===== config.mk =====
export PLATFORM = sky130hd
export DESIGN_NAME = alu_seq_core
export DESIGN_NICKNAME = d
export VERILOG_FILES = /design/src/rtl/alu_seq_core.sv
export SDC_FILE = /design/constraint.sdc
export NUM_CORES = 1
export LEC_CHECK = 0
export CAP_MARGIN = 20
export CORE_MARGIN = 10
export CORE_UTILIZATION = 54
export DETAILED_ROUTE_END_ITERATION = 6
export GPL_ROUTABILITY_DRIVEN = 0
export PLACE_DENSITY = 0.84
export SLEW_MARGIN = 5
export SYNTH_ARGS = -nofsm -noshare
export SYNTH_HDL_FRONTEND = slang
export SYNTH_SLANG_ARGS = --single-unit

===== constraint.sdc =====
create_clock -name clk -period 3.65 [get_ports clk]
set_input_delay 0.5475 -clock clk [delete_from_list [all_inputs] [get_ports clk]]
set_output_delay 0.5475 -clock clk [all_outputs]
set_load 0.01 [all_outputs]

===== src/rtl/alu_seq_core.sv =====
// Clocked operand/result ALU with status flags and an iterative signed multiply.
// A, B and Y are registers. One operation runs per accepted enable strobe.
module alu_seq_core #(
    parameter int WIDTH  = 8,
    parameter bit MUL_EN = 1'b1
) (
    input  logic             clk,
    input  logic             reset,
    input  logic             enable,
    input  logic [4:0]       selector,
    input  logic [WIDTH-1:0] data_in,
    output logic [WIDTH-1:0] Y,
    output logic [WIDTH-1:0] ALed,
    output logic [WIDTH-1:0] BLed,
    output logic             busy,
    output logic             done,
    output logic             illegal,
    output logic [3:0]       flags
);

    localparam int CNT_W = $clog2(WIDTH);

    typedef enum logic [4:0] {
        OP_ADD   = 5'd0,  OP_SUB  = 5'd1,  OP_SHL  = 5'd2,  OP_SAR  = 5'd3,
        OP_CMP   = 5'd4,  OP_AND  = 5'd5,  OP_OR   = 5'd6,  OP_XOR  = 5'd7,
        OP_NAND  = 5'd8,  OP_NOR  = 5'd9,  OP_XNOR = 5'd10, OP_NOT  = 5'd11,
        OP_NEG   = 5'd12, OP_MOVYA = 5'd13, OP_SWAP = 5'd14, OP_LDA = 5'd15,
        OP_LDB   = 5'd16, OP_MUL  = 5'd17
    } op_e;

    typedef enum logic {S_IDLE, S_MUL} state_e;

    state_e               state_q, state_d;
    logic [WIDTH-1:0]     a_q, a_d, b_q, b_d, y_q, y_d;
    logic [3:0]           flags_q, flags_d;
    logic                 done_q, done_d, ill_q, ill_d;
    logic [2*WIDTH-1:0]   mcand_q, mcand_d, acc_q, acc_d;
    logic [WIDTH-1:0]     mplier_q, mplier_d;
    logic                 neg_q, neg_d;
    logic [CNT_W-1:0]     cnt_q, cnt_d;

    logic                 wr_y, v_res, c_res;
    logic [WIDTH-1:0]     y_res, abs_a, abs_b;
    logic [WIDTH:0]       sum, diff, prod_top;
    logic [2*WIDTH-1:0]   acc_nxt, prod;

    always_comb begin
        state_d  = state_q;
        a_d      = a_q;
        b_d      = b_q;
        y_d      = y_q;
        flags_d  = flags_q;
        done_d   = 1'b0;
        ill_d    = 1'b0;
        mcand_d  = mcand_q;
        mplier_d = mplier_q;
        acc_d    = acc_q;
        neg_d    = neg_q;
        cnt_d    = cnt_q;
        wr_y     = 1'b0;
        y_res    = '0;
        v_res    = 1'b0;
        c_res    = 1'b0;
        sum      = {1'b0, a_q} + {1'b0, b_q};
        diff     = {1'b0, a_q} - {1'b0, b_q};
        abs_a    = a_q[WIDTH-1] ? -a_q : a_q;
        abs_b    = b_q[WIDTH-1] ? -b_q : b_q;
        acc_nxt  = acc_q + (mplier_q[0] ? mcand_q : '0);
        prod     = neg_q ? -acc_nxt : acc_nxt;
        prod_top = prod[2*WIDTH-1:WIDTH-1];

        case (state_q)
            S_IDLE: begin
                if (enable) begin
                    done_d = 1'b1;
                    case (op_e'(selector))
                        OP_ADD: begin
                            wr_y  = 1'b1;
                            y_res = sum[WIDTH-1:0];
                            c_res = sum[WIDTH];
                            v_res = (a_q[WIDTH-1] == b_q[WIDTH-1]) && (sum[WIDTH-1] != a_q[WIDTH-1]);
                        end
                        OP_SUB: begin
                            wr_y  = 1'b1;
                            y_res = diff[WIDTH-1:0];
                            c_res = ~diff[WIDTH];
                            v_res = (a_q[WIDTH-1] != b_q[WIDTH-1]) && (diff[WIDTH-1] != a_q[WIDTH-1]);
                        end
                        OP_SHL: begin
                            wr_y  = 1'b1;
                            y_res = {a_q[WIDTH-2:0], 1'b0};
                            c_res = a_q[WIDTH-1];
                            v_res = a_q[WIDTH-1] ^ a_q[WIDTH-2];
                        end
                        OP_SAR: begin
                            wr_y  = 1'b1;
                            y_res = {a_q[WIDTH-1], a_q[WIDTH-1:1]};
                            c_res = a_q[0];
                        end
                        OP_CMP: begin
                            wr_y = 1'b1;
                            if (a_q == b_q)
                                y_res = '0;
                            else if ($signed(a_q) > $signed(b_q))
                                y_res = {{(WIDTH-1){1'b0}}, 1'b1};
                            else
                                y_res = '1;
                        end
                        OP_AND:  begin wr_y = 1'b1; y_res = a_q & b_q;    end
                        OP_OR:   begin wr_y = 1'b1; y_res = a_q | b_q;    end
                        OP_XOR:  begin wr_y = 1'b1; y_res = a_q ^ b_q;    end
                        OP_NAND: begin wr_y = 1'b1; y_res = ~(a_q & b_q); end
                        OP_NOR:  begin wr_y = 1'b1; y_res = ~(a_q | b_q); end
                        OP_XNOR: begin wr_y = 1'b1; y_res = ~(a_q ^ b_q); end
                        OP_NOT:  begin wr_y = 1'b1; y_res = ~a_q;         end
                        OP_NEG: begin
                            wr_y  = 1'b1;
                            y_res = -a_q;
                            v_res = (a_q == {1'b1, {(WIDTH-1){1'b0}}});
                        end
                        OP_MOVYA: a_d = y_q;
                        OP_SWAP: begin
                            a_d = b_q;
                            b_d = a_q;
                        end
                        OP_LDA: a_d = data_in;
                        OP_LDB: b_d = data_in;
                        OP_MUL: begin
                            if (MUL_EN) begin
                                // Magnitudes are unsigned WIDTH bits, so -2^(W-1) needs no extra bit.
                                done_d   = 1'b0;
                                state_d  = S_MUL;
                                mcand_d  = {{WIDTH{1'b0}}, abs_a};
                                mplier_d = abs_b;
                                acc_d    = '0;
                                neg_d    = a_q[WIDTH-1] ^ b_q[WIDTH-1];
                                cnt_d    = '0;
                            end else begin
                                ill_d = 1'b1;
                            end
                        end
                        default: ill_d = 1'b1;
                    endcase
                end
            end
            S_MUL: begin
                acc_d    = acc_nxt;
                mcand_d  = mcand_q << 1;
                mplier_d = mplier_q >> 1;
                cnt_d    = cnt_q + CNT_W'(1);
                if (cnt_q == CNT_W'(WIDTH-1)) begin
                    state_d = S_IDLE;
                    done_d  = 1'b1;
                    y_d     = prod[WIDTH-1:0];
                    // Product fits in WIDTH signed bits only if the top W+1 bits are all equal.
                    flags_d = {prod[WIDTH-1], prod[WIDTH-1:0] == '0,
                               !((&prod_top) || !(|prod_top)), 1'b0};
                end
            end
            default: state_d = S_IDLE;
        endcase

        if (wr_y) begin
            y_d     = y_res;
            flags_d = {y_res[WIDTH-1], y_res == '0, v_res, c_res};
        end
    end

    always_ff @(posedge clk or negedge reset) begin
        if (!reset) begin
            state_q  <= S_IDLE;
            a_q      <= '0;
            b_q      <= '0;
            y_q      <= '0;
            flags_q  <= '0;
            done_q   <= 1'b0;
            ill_q    <= 1'b0;
            mcand_q  <= '0;
            mplier_q <= '0;
            acc_q    <= '0;
            neg_q    <= 1'b0;
            cnt_q    <= '0;
        end else begin
            state_q  <= state_d;
            a_q      <= a_d;
            b_q      <= b_d;
            y_q      <= y_d;
            flags_q  <= flags_d;
            done_q   <= done_d;
            ill_q    <= ill_d;
            mcand_q  <= mcand_d;
            mplier_q <= mplier_d;
            acc_q    <= acc_d;
            neg_q    <= neg_d;
            cnt_q    <= cnt_d;
        end
    end

    assign Y       = y_q;
    assign ALed    = a_q;
    assign BLed    = b_q;
    assign busy    = (state_q == S_MUL);
    assign done    = done_q;
    assign illegal = ill_q;
    assign flags   = flags_q;

endmodule


==> results of run 1 <==
critical path: stages, from the launching register on:
cell and delay [ps]:
dfrtp_1 390, buf_4 150, and2_1 170, ha_1 300, and3_4 170, a221oi_2 330
xnor2_1 140, or4_4 560, buf_4 170, o21ai_1 200, xor2_1 150, buf_4 170
nor4_1 320, nand4_1 210, nor4bb_4 370, nor3_2 90
synth_stat cells (5+ instances only):
library cell,count
inv_1,31
a211oi_1,9
mux2i_1,17
and2_1,18
ha_1,46
a21oi_1,60
a221o_1,7
xnor2_1,31
o31ai_1,6
o21bai_1,9
nand3_1,12
or4_1,5
nand4_1,6
and3_1,6
a211o_1,5
dfrtp_1,74
a2111oi_0,6
nor2_1,66
o21ai_0,85
xor2_1,8
or3_1,8
a22o_1,5
clkbuf_1,38
nand2_1,122
nor2b_1,7
nor4_1,5
nor3_1,18
o211ai_1,11
a21o_1,9
registers in the layout, indices dropped and copies added, names as in the netlist:
register and flops:
ALed 8, BLed 8, Y 8, acc_q 16
busy 1, cnt_q 3, done 1, flags 3
illegal 1, mcand_q 16, mplier_q 8, neg_q 1
per-stage QoR:
step	setup slack, ps	hold slack [ps]	TNS (ps)	util (%)
floorplan	-52.89	251.9	-52.89	-
global placement	-88.59	459.4	-170.1	65.34
detailed placement	-201.9	473.9	-246.2	65.34
CTS	-164.0	390.9	-164.0	68.58
global route	-589.3	430.1	-623.1	70.89
finish	-379.9	331.1	-379.9	70.89
worst max-delay path by stage:
| stage | startpoint | endpoint | slack (ps) | depth (start not counted) |
|---|---|---|---|---|
| after detailed placement | mplier_q[0] | flags[1] | -200 | 14 |
| after CTS | mplier_q[0] | flags[1] | -160 | 14 |
| after global routing | mplier_q[0] | flags[1] | -590 | 15 |
| after floorplan | mplier_q[0] | flags[1] | -50 | 13 |
| final | mplier_q[0] | flags[1] | -380 | 15 |
| after global placement | mplier_q[0] | flags[1] | -90 | 13 |
final cells by class:
| cell class | instances | area (sq um) |
|---|---|---|
| Sequential cell | 74 | 1854 |
| Multi-Input combinational cell | 655 | 4474 |
| Clock inverter | 4 | 76.32 |
| Fill cell | 778 | 3338 |
| Tap cell | 143 | 178.9 |
| Clock buffer | 12 | 246.5 |
| Timing Repair Buffer | 142 | 1182 |
| Inverter | 31 | 116.4 |
per-layer routing:
layer | routed length (um) | vias up | track usage (%)
met2 | 10120 | 576 | 37.84
met5 | 0 | - | 0
met1 | 8475 | 3294 | 31.55
li1 | - | 3104 | -
met4 | 1791 | 0 | 14.64
met3 | 2825 | 204 | 6.162
cell families (layout without fill, tap and decap cells):
group | after synthesis | in the layout
AND/OR/NAND/NOR | 295 | 295
AO/OA/AOI/OAI | 255 | 255
flip-flops | 74 | 74
buffers and inverters | 73 | 189
adder cells (fa/ha/maj) | 49 | 49
XOR/XNOR | 39 | 39
multiplexers | 17 | 17
repair_timing:
item                       in CTS  in global routing
setup endpoints to repair       1                  2
pin swaps                       4                 20
buffers inserted                0                  8
gates resized for setup         8                 37
power by group through the flow:
stage | Clock [W] | Combinational [W] | Sequential, W
2_1_floorplan | 0 | 0.00246 | 0.00144
3_3_place_gp | 0 | 0.00396 | 0.00140
4_1_cts | 0.000984 | 0.00413 | 0.00141
6_report | 0.000989 | 0.00463 | 0.00145
3_5_place_dp | 0 | 0.00405 | 0.00141
5_1_grt | 0.00102 | 0.00493 | 0.00147
==> results by group, run 1 <==
Outcome
  • Status: finished, violations left
  • Failing checks: negative setup slack

Timing
  • Slew HR: between 30% and 40%
  • Unrepaired setup endpoints after global routing: yes
  • Fin. max-slew vios: 0
  • Fin crit period: 4030 ps
  • Finish-stage setup viols: 1
  • Clock skew: 14.81 ps
  • Setup ws final: -379.9 ps
  • Worst Tran Pin Value: 940.5 ps
  • Fmax: 0.2481 GHz
  • Final Hold Fails: 0
  • Part of the cycle the worst path needs: 110.4%

Setup path
  • Endpoint arrival time on the critical path: 4250 ps
  • Worst R2R Path Depth: 15
  • Worst Path Required: 3870 ps
  • Reg-to-Reg Start: mplier_q[0]
  • Crit Path Class: reg -> reg
  • R2R setup slack: -380 ps
  • Max FO, Critical Path: 4
  • Reg2reg end: flags[1]
  • Critical Path Sink Type: flip-flop
  • Crit start category: flip-flop

Clock network
  • Sink Count: 74
  • Clk buf depth: 2
  • H-tree depth: 3
  • TritonCTS clock tree: done
  • Reg clk slew, reported paths: 60 ps
  • TritonCTS buffer count: 9
  • # hold bufs at CTS: 0
  • Clock Root Buffer: clkbuf_16
  • Skew-Pair Late Insertion Delay: 350 ps

Finish
  • Final non-filler cell total: about 1,100
  • Final Cell Area: around 8000 sq um
  • Area delta synth->final: 28.35%
  • Post-layout nets: a little under 1,000
  • Layout cells sized above 1: 17.86%
  • Antenna Cells: 0
  • Commonest non-fill, non-tap cell in the layout: nand2_1
  • Most frequent cells in the layout: 122 x nand2_1, 96 x buf_4, 83 x o21ai_0

Pwr
  • Sw frac: a little under half
  • Reg power frac: 20.5%
  • Pwr dens: approximately 870 nW/um^2
  • Comb pwr share: 65.6%
  • Peak supply drop: 0.0008306 V
  • Net switching power: approximately 0.0034 W
  • Pint: 0.003701 W
  • Clock power frac: 14.0%
  • Leak Pwr: 3.555 nW
  • Total chip power: 0.007068 W

Synth
  • Synth Area in Compound Gates: a little over a quarter
  • Yosys top cell by area: dfrtp_1
  • Post-synth EDFFs: 0
  • Share of the synthesized area in the top cell type: 29.24%
  • Asr flop ratio synth: 100.0%
  • Xor/xnor share of the synthesized area: roughly 5.4%
  • Distinct cells, synth: 68
  • Synthesized area: around 6300 sq um
  • Adder-Cell Fraction of Synth Area: approximately a tenth
  • Largest family of logic cells by synthesized area: compound AO/OA/AOI/OAI gates
  • #FFs+latches synth: 74
  • Predominant post-synthesis flop cell: dfrtp_1
  • Syn nets: 867
  • Sequential area share after synthesis: 29.24%
  • Mean post-synth cell area: 7.897 sq um
  • Most area-consuming cells after synthesis: dfrtp_1 29%, ha_1 9.1%, nand2_1 7.2%, o21ai_0 6.7%, a21oi_1 4.7%
  • Simple-Gate Fraction of Synth Area: 21.97%
  • Synth Instances: roughly 800
  • Synth warn: 0
  • Mux contribution to synthesized area: between 2 and 3%

Floorplan
  • Initial Util: 55.23%
  • DIE AREA: 16,460 sq um
  • Die height: 128.3 um
  • Core area: around 11,000 sq um
  • Row count: 39
  • Chip width: 128.3 um
  • Ports: 47

Place
  • IO Port Bufs: 46
  • Placed Cells: 1,037
  • Post-place instance area: roughly 7500 sq um
  • DPL Wire Length: 15,110 um

Global route
  • Total GRT Usage: about a quarter
  • Total grt overflow: 0
  • First-pass GRT wire length: 33,280 um
  • Largest net degree at the start of global routing: 81
  • Number of global-route vias before repair: 6,361
  • Initial antenna violation count: 0

Routing
  • DR DRC count: 0
  • Vias/cell: 6.765
  • Routed vias: 7,178
  • Initial drt markers: 1,305
  • ANT nets after route: 0
  • Routed WL per cell: 21.88 um
  • Final WL: 23,210 um
  • Detailed Routing Iterations Pass 1: 7

Worst hold path
  • Hold Path Class: in -> async

Run
  • MaxCap Viol Count: 0
Power figures use the tool's default switching activity.
==> run 2: changes to the inputs <==
SKIP_LAST_GASP = 1   (was not set)
==> run 2 against run 1 <==
Net effect:
- total power shrank 2.6%
- the run still ends with negative setup slack left
- global-route usage is the same
- sequential power is essentially flat
- routed wire length shrank 6.3%
- first-iteration DRC count shrank 21%
- clock-buffer cell count is the same
- worst hold slack lost 4.9 ps
- critical endpoint unchanged
- clock skew is essentially flat
- non-clock buffer count shrank 1
- critical path depth shrank 1
==> results by group, run 2 (synthesis gave the netlist of run 1 again) <==
Setup path
  • Worst path cell trace: buf_4 > buf_4 > and2_1 > ha_1 > o21a_1 > o2111a_2 > a211oi_2 > xnor2_1 > or4_4 > o31ai_4 > xnor2_2 > or4_4 > nor4_4 > nor3_1
  • Delay of the slowest critical-path stage: 570 ps (about the same)
  • Crit start category: flip-flop
  • Max FO, Critical Path: 11 (+7)
  • Endpoint arrival time on the critical path: 4110 ps (-140 ps)
  • Worst R2R Path Depth: 14 (-1)
  • Crit Path Class: reg -> reg
  • CP max stage cell: or4_4
  • Worst Path Required: 3880 ps (about the same)
  • Critical Path Sink Type: flip-flop

Clock network
  • Skew-Pair Late Insertion Delay: 360 ps (about the same)
  • Clock Root Buffer: clkbuf_16
  • H-tree depth: 3 (unchanged)
  • Sink Count: 74 (unchanged)
  • TritonCTS clock tree: done
  • Reg clk slew, reported paths: 70 ps (about the same)
  • Clk buf depth: 2 (unchanged)
  • # hold bufs at CTS: 0 (unchanged)
  • TritonCTS buffer count: 9 (unchanged)

Routing
  • Initial drt markers: 1,025 (-21%)
  • Final WL: 21,760 um (-6.3%)
  • Vias/cell: 6.510 (-3.8%)
  • Routed WL per cell: 20.53 um (-6.2%)
  • DR DRC count: 0 (unchanged)
  • Routed vias: 6,901 (-3.9%)
  • Detailed Routing Iterations Pass 1: 6 (-1)
  • ANT nets after route: 0 (unchanged)

Finish
  • Final Cell Area: 8029 sq um (-1.2%)
  • Commonest non-fill, non-tap cell in the layout: nand2_1
  • Antenna Cells: 0 (unchanged)
  • Area delta synth->final: 26.77%
  • Post-layout nets: 977 (-0.10%)
  • Filler Cell Count: 803 (+3.2%)
  • FF+latch area: 1854 sq um (unchanged)
  • Most frequent cells in the layout: 122 x nand2_1, 95 x buf_4, 83 x o21ai_0
  • Layout cells sized above 1: 16.47% (-1.4 points)
  • Multi-input gate area: 4382 sq um (-2.1%)
  • Biggest regs: acc_q: 16 flops, mcand_q: 16 flops

Timing
  • Part of the cycle the worst path needs: 106.2% (-4.2 points)
  • TNS Setup: -227.2 ps (+152.8 ps)
  • Setup ws final: -227.2 ps (+152.8 ps)
  • Finish-stage setup viols: 1 (unchanged)
  • Worst Tran Pin Value: 934.0 ps (-6.481 ps)
  • Fin crit period: 3877 ps (-152.8 ps)
  • Final Hold Slack: 326.2 ps (-4.903 ps)
  • Fmax: 0.2579 GHz (+3.9%)
  • Fin. max-slew vios: 0 (unchanged)
  • Clock skew: 14.55 ps (-0.2616 ps)
  • Slew HR: 37.73% (+0.43 points)
  • Final Hold Fails: 0 (unchanged)
  • Unrepaired setup endpoints after global routing: yes

Floorplan
  • Die height: 128.3 um (unchanged)
  • Row count: 39 (unchanged)
  • Chip width: 128.3 um (unchanged)
  • Ports: 47 (unchanged)
  • DIE AREA: 16,460 sq um (unchanged)
  • Core area: 11,470 sq um (unchanged)
  • Initial Util: 55.23% (unchanged)

Run
  • MaxCap Viol Count: 0 (unchanged)

Global route
  • Number of global-route vias before repair: 6,361 (unchanged)
  • Total GRT Usage: 24.94% (unchanged)
  • Initial antenna violation count: 0 (unchanged)
  • Total grt overflow: 0 (unchanged)
  • Largest net degree at the start of global routing: 81 (unchanged)
  • First-pass GRT wire length: 33,280 um (unchanged)

Outcome
  • Status: finished, violations left
  • Failing checks: negative setup slack

Place
  • DPL Wire Length: 15,110 um (unchanged)
  • Post-place instance area: 7492 sq um (unchanged)
  • IO Port Bufs: 46 (unchanged)

Pwr
  • Peak supply drop: 0.0008302 V (about the same)
  • Total chip power: 0.006887 W (-2.6%)
  • Pwr dens: 857.8 nW/um^2 (-1.3%)
  • Leak Pwr: 3.552 nW (about the same)

Worst hold path
  • Hold Path Class: in -> async
-- run 2: cell count changes in the layout (fill, tap and decap cells not counted), moves of 2 or more --
cell and delta:
ha_4 -4, nor3_2 -3, nor3_1 +3, ha_1 +5, and2_4 -2, and2_1 +2
-- run 2: metrics by stage --
stage	cells	util (%)	worst slack (ps)
4_1_cts	1053	68.55	-171.4
6_report	1060	70.02	-227.2
3_5_place_dp	1037	65.34	-201.9
2_1_floorplan	802	-	-52.89
5_1_grt	1060	70.02	-359.4
3_3_place_gp	1037	65.34	-88.59
-- run 2: layout make-up --
class	instances	area share [%]
Sequential cell	74	23.09
Clock inverter	4	0.9506
Multi-Input combinational cell	655	54.57
Inverter	31	1.449
Tap cell	143	2.228
Timing Repair Buffer	141	14.63
Clock buffer	12	3.070
-- run 2: worst max-delay path, delay by kind of cell, from the launching register on --
family | cells | cell delay [ps]
xor+xnor | 2 | 250
buf+inv | 2 | 310
flops | 1 | 390
compound gates | 4 | 1100
fa+ha+maj | 1 | 330
simple gates | 5 | 1400
-- run 2: power by group --
part	internal, W	total [W]	switching [W]
Sequential	0.00113	0.00143	0.000300
Clock	0.000620	0.000997	0.000378
Combinational	0.00191	0.00446	0.00255
Total	0.00366	0.00689	0.00323
-- run 2: metal layers --
metal,GRT usage (%),vias to the layer above,part of all wire (%)
met3,6.162,150,9.7
met5,0,-,0
met1,31.55,3181,39
met2,37.84,458,44
li1,-,3112,-
met4,14.64,0,6.4
-- run 2: path summary, 6_finish.rpt --
path,from,to,slack (ps)
worst max-delay path,mplier_q[0],flags[1],-230
worst min register to register,mplier_q[4],mplier_q[3],490
max in group asynchronous,reset,ALed[0],2640
min in group clk,mplier_q[4],mplier_q[3],490
worst max register to register,mplier_q[0],flags[1],-230
worst min-delay path,reset,acc_q[10],330
-- run 2: what timing repair did --
action                     CTS  global route
setup buffers                0             7
pin swaps                    4            16
setup endpoints to repair    1             2
resized for setup            7            25
==> run 3: changes to the inputs <==
CELL_PAD_IN_SITES_DETAIL_PLACEMENT = 0   (was not set)
CELL_PAD_IN_SITES_GLOBAL_PLACEMENT = 1   (was not set)
CORE_UTILIZATION = 41   (was 54)
PLACE_DENSITY = 0.85   (was 0.84)
==> run 3 against run 2 <==
Net effect:
- the flow still finishes with violations (negative setup slack)
- via count decreased by 5.6%
- non-clock buffer count increased by 24
- combinational power about the same
- sequential share of layout area decreased by 0.78 points
- global-route usage decreased by 4.6 points
- die area increased by 26%
- worst setup slack improved by 6.3 ps
- routed wire length decreased by 3.5%
- cell area increased by 3.4%
- total power decreased by 1.5%
- final cell count increased by 6.4%
- critical path type unchanged
==> results by group, run 3 (synthesis gave the netlist of run 1 again) <==
Setup path
  • Delay of the slowest critical-path stage: 570 ps (about the same)
  • Crit Path Class: reg -> reg
  • Worst path cell trace: and2_1 > ha_1 > fa_2 > a21o_1 > a21oi_2 > xnor2_2 > buf_4 > or4_4 > o31ai_4 > xnor2_1 > nand4_1 > or4_4 > nor4_4 > nor3_2
  • Top Family by Delay on Critical Path: simple AND/OR/NAND/NOR gates
  • Worst Path Required: 3870 ps (about the same)
  • Most used cell, CP: or4_4
  • Critical Path Sink Type: flip-flop
  • Worst R2R Path Depth: 14 (unchanged)
  • Reg2reg end: flags[1]
  • CP max stage cell: or4_4
  • Reg-to-Reg Start: mplier_q[0]
  • CP Buf/Inv Count: 1 (-1)
  • Crit start category: flip-flop
  • Endpoint arrival time on the critical path: 4090 ps (-20 ps)
  • Max FO, Critical Path: 5 (-6)
  • R2R setup slack: -220 ps (about the same)

Worst hold path
  • Hold Path Class: in -> async

Timing
  • Slew HR: 35.69% (-2.0 points)
  • Part of the cycle the worst path needs: 106.1% (-0.17 points)
  • Final Hold Fails: 0 (unchanged)
  • Setup ws final: -220.9 ps (+6.306 ps)
  • Fin crit period: 3871 ps (-6.306 ps)
  • TNS Setup: -220.9 ps (+6.306 ps)
  • Finish-stage setup viols: 1 (unchanged)
  • Fmax: 0.2583 GHz (+0.16%)
  • Fin. max-slew vios: 0 (unchanged)
  • Worst Tran Pin Value: 964.6 ps (+30.57 ps)
  • Unrepaired setup endpoints after global routing: yes
  • Clock skew: 9.459 ps (-5.094 ps)

Pwr
  • Peak supply drop: 0.0003273 V (-61%)
  • Sw frac: 44.91% (-1.9 points)
  • Reg power frac: 20.3% (-0.4 points)
  • Pwr dens: 816.8 nW/um^2 (-4.8%)
  • Net switching power: 0.003047 W (-5.6%)
  • Clock power frac: 14.4% (about the same)
  • Comb pwr share: 65.3% (+0.5 points)
  • Leak Pwr: 3.719 nW (+4.7%)
  • Pint: 0.003737 W (+2.1%)

Routing
  • Routed vias: 6,515 (-5.6%)
  • ANT nets after route: 0 (unchanged)
  • Detailed Routing Iterations Pass 1: 5 (-1)
  • DR DRC count: 0 (unchanged)
  • Final WL: 21,000 um (-3.5%)
  • Routed WL per cell: 18.62 um (-9.3%)
  • Initial drt markers: 535 (-48%)
  • Vias/cell: 5.776 (-11%)

Clock network
  • TritonCTS buffer count: 9 (unchanged)
  • Reg clk slew, reported paths: 60 ps (about the same)
  • TritonCTS clock tree: done
  • # hold bufs at CTS: 0 (unchanged)
  • Clock Root Buffer: clkbuf_16
  • H-tree depth: 3 (unchanged)
  • Sink Count: 74 (unchanged)
  • Clk buf depth: 2 (unchanged)
  • Skew-Pair Late Insertion Delay: 340 ps (-20 ps)

Floorplan
  • Core area: 15,150 sq um (+32%)
  • Chip width: 144.3 um (+12%)
  • DIE AREA: 20,820 sq um (+26%)
  • Row count: 45 (+15%)
  • Die height: 144.3 um (+12%)
  • Initial Util: 41.82% (-13 points)
  • Ports: 47 (unchanged)

Finish
  • Commonest non-fill, non-tap cell in the layout: nand2_1
  • Final non-filler cell total: 1,128 (+6.4%)
  • Post-layout nets: 1,001 (+2.5%)
  • Area delta synth->final: 31.13%
  • Layout cells sized above 1: 18.72% (+2.3 points)
  • Fin util: 54.84% (-15 points)
  • Biggest regs: acc_q: 16 flops, mcand_q: 16 flops
  • Most frequent cells in the layout: 121 x nand2_1, 118 x buf_4, 84 x o21ai_0
  • Antenna Cells: 0 (unchanged)

Global route
  • Initial antenna violation count: 0 (unchanged)
  • Number of global-route vias before repair: 6,385 (+0.38%)
  • Total grt overflow: 0 (unchanged)
  • First-pass GRT wire length: 33,800 um (+1.6%)
  • Largest net degree at the start of global routing: 81 (unchanged)
  • Total GRT Usage: 20.30% (-4.6 points)

Outcome
  • Status: finished, violations left
  • Failing checks: negative setup slack

Place
  • Placed Cells: 1,109 (+6.9%)
  • IO Port Bufs: 46 (unchanged)
  • DPL Wire Length: 15,670 um (+3.7%)

Run
  • MaxCap Viol Count: 0 (unchanged)
## run 3: power by group through the flow
stage,Sequential (W),Clock (W),Combinational (W)
2_1_floorplan,0.00144,0,0.00246
3_3_place_gp,0.00137,0,0.00412
3_5_place_dp,0.00138,0,0.00416
4_1_cts,0.00137,0.000987,0.00421
5_1_grt,0.00142,0.00103,0.00484
6_report,0.00138,0.000979,0.00443
## run 3: timing repair
action                     in CTS  in global routing
setup endpoints to repair       1                  2
resized for setup               5                 26
pin swaps                       5                 16
buffers inserted                0                  4
## run 3: worst register-to-register path: stages (launching register included)
cell     delay [ps]
dfrtp_1         410
and2_1          170
ha_1            210
fa_2            380
a21o_1          220
a21oi_2         190
xnor2_2          90
buf_4           150
or4_4           570
o31ai_4         200
xnor2_1         160
nand4_1         130
or4_4           550
nor4_4          240
nor3_2           80
## run 3: worst max path at each step
stage | from | to | slack [ps] | cells after the start
after floorplan | mplier_q[0] | flags[1] | -50 | 13
after global routing | mplier_q[0] | flags[1] | -400 | 14
after global placement | mplier_q[0] | flags[1] | -90 | 13
after detailed placement | mplier_q[0] | flags[1] | -230 | 13
after CTS | mplier_q[0] | flags[1] | -150 | 13
final | mplier_q[0] | flags[1] | -220 | 14
## run 3: per-layer routing
layer	track usage [%]	share of wire, %
met5	0	0
met4	7.553	3.2
met3	2.919	4.7
met2	33.00	48
met1	26.69	44
## run 3: cell type report
| class | count | area [sq um] |
|---|---|---|
| Timing Repair Buffer | 165 | 1359 |
| Clock inverter | 2 | 60.06 |
| Sequential cell | 74 | 1853 |
| Tap cell | 188 | 235.2 |
| Clock buffer | 13 | 260.3 |
| Inverter | 31 | 116.4 |
| Multi-Input combinational cell | 655 | 4422 |
| Fill cell | 1401 | 6840 |
## run 3: per-stage QoR
step / setup slack, ps / instance area [sq um] / hold WS (ps) / total power [W]
2_1_floorplan: -52.89 / 6355 / 251.9 / 0.003896
3_3_place_gp: -91.36 / 7754 / 462.1 / 0.005497
3_5_place_dp: -227.2 / 7754 / 469.3 / 0.005541
4_1_cts: -150.1 / 8114 / 402.6 / 0.006562
5_1_grt: -398.6 / 8305 / 444.0 / 0.007288
6_report: -220.9 / 8305 / 354.2 / 0.006784
